===== src/rtl/branch_predictor.sv =====
// Direct-mapped branch target buffer with 2-bit direction counters.
// Fetch looks up combinationally; execute trains the table and raises a one-cycle redirect.
module branch_predictor #(
    parameter int XLEN    = 64,
    parameter int ENTRIES = 16,
    parameter int TAG_W   = 10
) (
    input  logic            clk,
    input  logic            resetn,
    input  logic [XLEN-1:0] lk_pc,
    output logic            lk_hit,
    output logic            lk_taken,
    output logic [XLEN-1:0] lk_target,
    input  logic            rs_valid,
    input  logic [1:0]      rs_kind,
    input  logic [XLEN-1:0] rs_pc,
    input  logic            rs_taken,
    input  logic [XLEN-1:0] rs_target,
    input  logic            rs_pred_taken,
    input  logic [XLEN-1:0] rs_pred_target,
    output logic            redirect,
    output logic [XLEN-1:0] redirect_pc,
    output logic [31:0]     mispred_cnt
);
    localparam int IDX = $clog2(ENTRIES);
    localparam logic [1:0] KIND_NONE = 2'd0;
    localparam logic [1:0] KIND_COND = 2'd2;

    logic [ENTRIES-1:0] valid_q;
    logic [TAG_W-1:0]   tag_q [ENTRIES];
    logic [XLEN-1:0]    tgt_q [ENTRIES];
    logic [1:0]         ctr_q [ENTRIES];

    logic [IDX-1:0]   lk_idx, rs_idx;
    logic [TAG_W-1:0] lk_tag, rs_tag;
    logic             rs_hit, upd, wr_en, wr_tgt, mispred;
    logic [1:0]       ctr_cur, ctr_nxt;
    logic [XLEN-1:0]  rs_seq, actual, pred;

    assign lk_idx    = lk_pc[IDX+1:2];
    assign lk_tag    = lk_pc[IDX+1+TAG_W:IDX+2];
    assign lk_hit    = valid_q[lk_idx] && (tag_q[lk_idx] == lk_tag);
    assign lk_taken  = lk_hit && ctr_q[lk_idx][1];
    assign lk_target = lk_taken ? tgt_q[lk_idx] : lk_pc + XLEN'(4);

    assign rs_idx  = rs_pc[IDX+1:2];
    assign rs_tag  = rs_pc[IDX+1+TAG_W:IDX+2];
    assign rs_hit  = valid_q[rs_idx] && (tag_q[rs_idx] == rs_tag);
    assign ctr_cur = ctr_q[rs_idx];
    assign upd     = rs_valid && (rs_kind != KIND_NONE);
    assign rs_seq  = rs_pc + XLEN'(4);
    assign actual  = rs_taken ? rs_target : rs_seq;
    assign pred    = rs_pred_taken ? rs_pred_target : rs_seq;
    assign mispred = upd && (actual != pred);

    // Unconditional jumps always (re)allocate strongly taken; conditional misses allocate only when taken.
    always_comb begin
        wr_en   = 1'b0;
        wr_tgt  = 1'b0;
        ctr_nxt = ctr_cur;
        if (upd) begin
            if (rs_kind != KIND_COND) begin
                wr_en   = 1'b1;
                wr_tgt  = 1'b1;
                ctr_nxt = 2'b11;
            end else if (rs_hit) begin
                wr_en = 1'b1;
                if (rs_taken) begin
                    wr_tgt = 1'b1;
                    if (ctr_cur != 2'b11) ctr_nxt = ctr_cur + 2'd1;
                end else if (ctr_cur != 2'b00) begin
                    ctr_nxt = ctr_cur - 2'd1;
                end
            end else if (rs_taken) begin
                wr_en   = 1'b1;
                wr_tgt  = 1'b1;
                ctr_nxt = 2'b10;
            end
        end
    end

    always_ff @(posedge clk or negedge resetn) begin
        if (!resetn) begin
            valid_q     <= '0;
            for (int i = 0; i < ENTRIES; i++) ctr_q[i] <= 2'b00;
            redirect    <= 1'b0;
            redirect_pc <= '0;
            mispred_cnt <= '0;
        end else begin
            if (wr_en) begin
                valid_q[rs_idx] <= 1'b1;
                ctr_q[rs_idx]   <= ctr_nxt;
            end
            redirect <= mispred;
            if (mispred) begin
                redirect_pc <= actual;
                if (mispred_cnt != 32'hFFFF_FFFF) mispred_cnt <= mispred_cnt + 32'd1;
            end
        end
    end

    // Tag and target payload carry no reset; valid_q guards them.
    always_ff @(posedge clk) begin
        if (wr_en) tag_q[rs_idx] <= rs_tag;
        if (wr_tgt) tgt_q[rs_idx] <= rs_target;
    end
endmodule


===== config.mk =====
export PLATFORM = sky130hd
export DESIGN_NAME = branch_predictor
export DESIGN_NICKNAME = d
export VERILOG_FILES = /design/src/rtl/branch_predictor.sv
export SDC_FILE = /design/constraint.sdc
export NUM_CORES = 2
export LEC_CHECK = 0
export CORE_ASPECT_RATIO = 1.25
export CORE_UTILIZATION = 55
export CTS_CLUSTER_DIAMETER = 80
export DETAILED_ROUTE_END_ITERATION = 10
export HOLD_SLACK_MARGIN = 0.12
export PLACE_DENSITY = 0.75
export SLEW_MARGIN = 20
export SYNTH_ARGS = -nofsm -noshare
export SYNTH_HDL_FRONTEND = slang
export SYNTH_SLANG_ARGS = --single-unit

===== constraint.sdc =====
create_clock -name clk -period 6.8 [get_ports clk]
set_input_delay 1.02 -clock clk [delete_from_list [all_inputs] [get_ports clk]]
set_output_delay 1.02 -clock clk [all_outputs]
set_load 0.01 [all_outputs]

==> PnR_summary.wiki <==
{| class="wikitable"
! Metric !! Value
|-
| CTS tree || built
|-
| Share of the cycle needed by the critical path after routing || 97.47%
|-
| Total routing resource utilization after global routing || 34.95%
|-
| Setup skew after layout || 0.02506 ns
|-
| Number of global-route vias before repair || 36570
|-
| Layout fillers || 7244
|-
| # H-tree levels || 3
|-
| Commonest non-fill, non-tap cell in the layout || edfxtp_1
|-
| Leakage dissipation || 23.29 nW
|-
| Final standard cell utilization of the core || between 60% and 70%
|-
| WL per Instance || roughly 34 um
|-
| Layout overhead on the synthesized area || 18.53%
|-
| Transition at the pin with the smallest max-transition slack || 1.224 ns
|-
| Post-Synthesis Cells || 3486
|-
| Total setup violations reported at the end of the flow || 0
|-
| Nets || 4289
|-
| Worst setup SP type || input pin
|-
| Clk sinks || roughly 1300
|-
| Reg2reg start || tag_q[11][8]
|-
| Overflow after GRT || 0
|-
| Proportion of total power due to net switching || 23.59%
|-
| Result of the run || completed
|-
| Total power after layout || approximately 18 mW
|-
| Post-placement worst setup slack || -0.01077 ns
|-
| Core area || roughly 0.11 sq mm
|-
| Standard-cell rows || ~140
|-
| Most used DFF post-synth || edfxtp_1
|-
| Clock buffer depth || 3
|-
| Number of enable-type register cells in the synthesized netlist || 1184
|-
| Antenna Nets Post-Route || 0
|-
| Number of pins with negative max-slew slack in the final report || 0
|-
| Number of warnings issued by yosys || 0
|-
| Count of state elements after synthesis || 1329
|-
| Endpoint required time on the critical path || between 5 and 6 ns
|-
| Post-DR vias/cell || 6.690
|-
| Share of total power in the clock network || 38.3%
|-
| Count of unique library cells instantiated by Yosys || between 80 and 90
|-
| Peak fanout along the critical path || 6
|-
| Max-cap viol count || 0
|-
| Insertion delay of the later-clocked pin in the worst-skew pair || ~0.77 ns
|-
| Synthesized area || between 0.06 and 0.07 sq mm
|-
| HPWL reported at the end of detailed placement || 127.3 mm
|-
| Worst Path Arrival || approximately 5.6 ns
|-
| Setup WS post-layout || 0.1718 ns
|-
| TritonCTS Buffers || 121
|-
| Power density over cell area || approximately 260 mW/mm^2
|-
| Pin count of the biggest net entering global routing || 132
|-
| Number of antenna violations at the first check in global routing || 44
|-
| Hold/Removal Path Class || in -> async
|-
| Headroom to the max-slew limit || 17.56%
|-
| Achievable frequency || 150.9 MHz
|-
| Port bufs || 425
|-
| Global-route wire length before repair || about 270 mm
|-
| Die area || between 0.1 and 0.15 sq mm
|-
| Number of remaining DRC errors || 0
|-
| Sequential area share after synthesis || 65.26%
|-
| Die W || 297.5 um
|-
| Mapped Avg Cell Area || ~17 sq um
|-
| Crit end category || output pin
|-
| Clock-pin slew reported for the worst setup and hold paths after clock tree synthesis || 0.06 ns
|-
| Sequential power share || 50.5%
|-
| Number of buffers added to fix hold violations after cts || 0
|-
| Total Routed Length || between 150 and 200 mm
|-
| Starting density of the core || between 50% and 60%
|-
| Routability Congestion || 1.029
|-
| Layout cell share with drive strength beyond 1 || a little under a quarter
|-
| Post-route minimum period || 6.628 ns
|-
| Vias || between 30000 and 40000
|-
| Sw power || 4.358 mW
|-
| Number of hold violations in the final report || 0
|-
| RSZ-0062 raised after global routing || false
|-
| Setup repair bufs after CTS || 0
|-
| Share of power burned in combinational logic || 11.2%
|-
| Maximum vdd drop || 0.2682 mV
|-
| Worst setup path startpoint || lk_pc[7]
|-
| Async SR Flop Fraction || 10.91%
|-
| Power Internal || between 10 and 15 mW
|-
| Root Buffer || clkbuf_16
|-
| Setup Crit Path Kind || in -> out
|-
| DR pass1 iterations || 6
|-
| Commonest non-fill, non-tap cells in the layout || edfxtp_1 (1184), mux4_2 (444), clkdlybuf4s50_1 (417), xnor2_1 (198), nand2_1 (195)
|-
| Drt first-iter violations || 5194
|-
| Syn Nets || 3755
|-
| Die Span Y || 371.4 um
|-
| Number of top-level pins || 426
|}
## cells by family (layout without fill, tap and decap cells)
group                    Yosys count  in the layout  share of synthesized area, %
adder cells (fa/ha/maj)            6              6                        0.1250
AND/OR/NAND/NOR                  716            716                         6.348
XOR/XNOR                         315            315                         4.643
flip-flops                      1329           1329                         65.26
other                              0             23                             0
AO/OA/AOI/OAI                    295            295                         3.088
multiplexers                     561            561                         18.80
buffers and inverters            264            902                         1.736
## final cells by class
type	count	area [sq um]	area share, %
flip-flops and latches	1329	39180	55.06
multi-input cells	1893	19930	28.01
repair buffers	617	5858	8.232
clock buffers	141	3156	4.434
well taps	1438	1799	2.528
clock inverters	86	963.4	1.354
inverters	58	217.7	0.3059
diodes	23	57.56	0.08087
## critical path, stage by stage
cell	delay [ns]
clkdlybuf4s50_1	0.53
and4_1	0.29
and2_0	0.27
nand3_1	0.41
nor2_2	0.40
nand3_1	0.25
or3_1	0.49
nor2_1	0.36
nand3_2	0.31
nor2_1	0.25
nand4_1	0.13
xor2_1	0.15
o21ai_0	0.16
clkdlybuf4s50_1	0.56
## registers in the layout (all words and copies together), names as in the netlist
register,count
mispred_cnt,32
redirect_pc,64
tgt_q,1024
ctr_q,32
valid_q,16
redirect,1
tag_q,160
## final timing paths
check | slack (ns) | endpoint | depth (start not counted)
hold reg to reg | 0.49 | mispred_cnt[9] | 1
max in group asynchronous | 5.05 | redirect_pc[6] | 2
hold / removal | 0.34 | mispred_cnt[17] | 1
setup reg to reg | 2.81 | tag_q[1][5] | 10
setup / recovery | 0.17 | lk_target[62] | 14
min in group clk | 0.49 | mispred_cnt[9] | 1
## power groups by stage
stage          logic, mW  clock network, mW  registers (mW)
6_report            2.07               7.08            9.32
5_1_grt             2.16               7.41            9.34
4_1_cts             2.05               7.12            9.32
3_5_place_dp        2.03                  0            9.49
3_3_place_gp        2.01                  0            9.48
2_1_floorplan       1.01                  0            9.45
## synth_stat cells, types with 42 or more instances
master | count | area [sq um]
nand4_1 | 90 | 563.0
edfxtp_1 | 1184 | 35550
clkbuf_1 | 142 | 533.0
and3_1 | 50 | 312.8
xnor2_1 | 198 | 1734
nand2_1 | 195 | 732.0
nand3_1 | 93 | 465.5
a21oi_1 | 42 | 210.2
xor2_1 | 115 | 1007
nor2_1 | 86 | 322.8
mux2_2 | 79 | 889.6
dfrtp_1 | 145 | 3628
mux4_2 | 444 | 10000
inv_1 | 57 | 214.0
o21ai_0 | 131 | 655.6
## metrics by stage
stage               hold WS [ns]  instances  instance area [sq um]  setup TNS, ns
floorplan                 0.4461       3486                  60040              0
global placement          0.4643       5335                  66980      -0.002494
detailed placement        0.4680       5335                  66980       -0.01224
CTS                       0.3318       5562                  71100              0
global route              0.3828       5569                  71130              0
finish                    0.3383       5585                  71170              0
## layer usage
| metal | vias to the layer above | global-route usage [%] | part of all wire (%) |
|---|---|---|---|
| met5 | - | 0 | 0.19 |
| met4 | 56 | 16.71 | 5.1 |
| met3 | 482 | 9.238 | 12 |
| met2 | 2517 | 54.33 | 47 |
| met1 | 19160 | 46.26 | 36 |
| li1 | 15150 | - | - |
## repair_timing
action	CTS	global route
gates cloned	0	0
gates resized for setup	1	1
hold endpoints to repair	0	0
setup endpoints to repair	2	2
No activity file was read; power rests on OpenSTA's default activity.
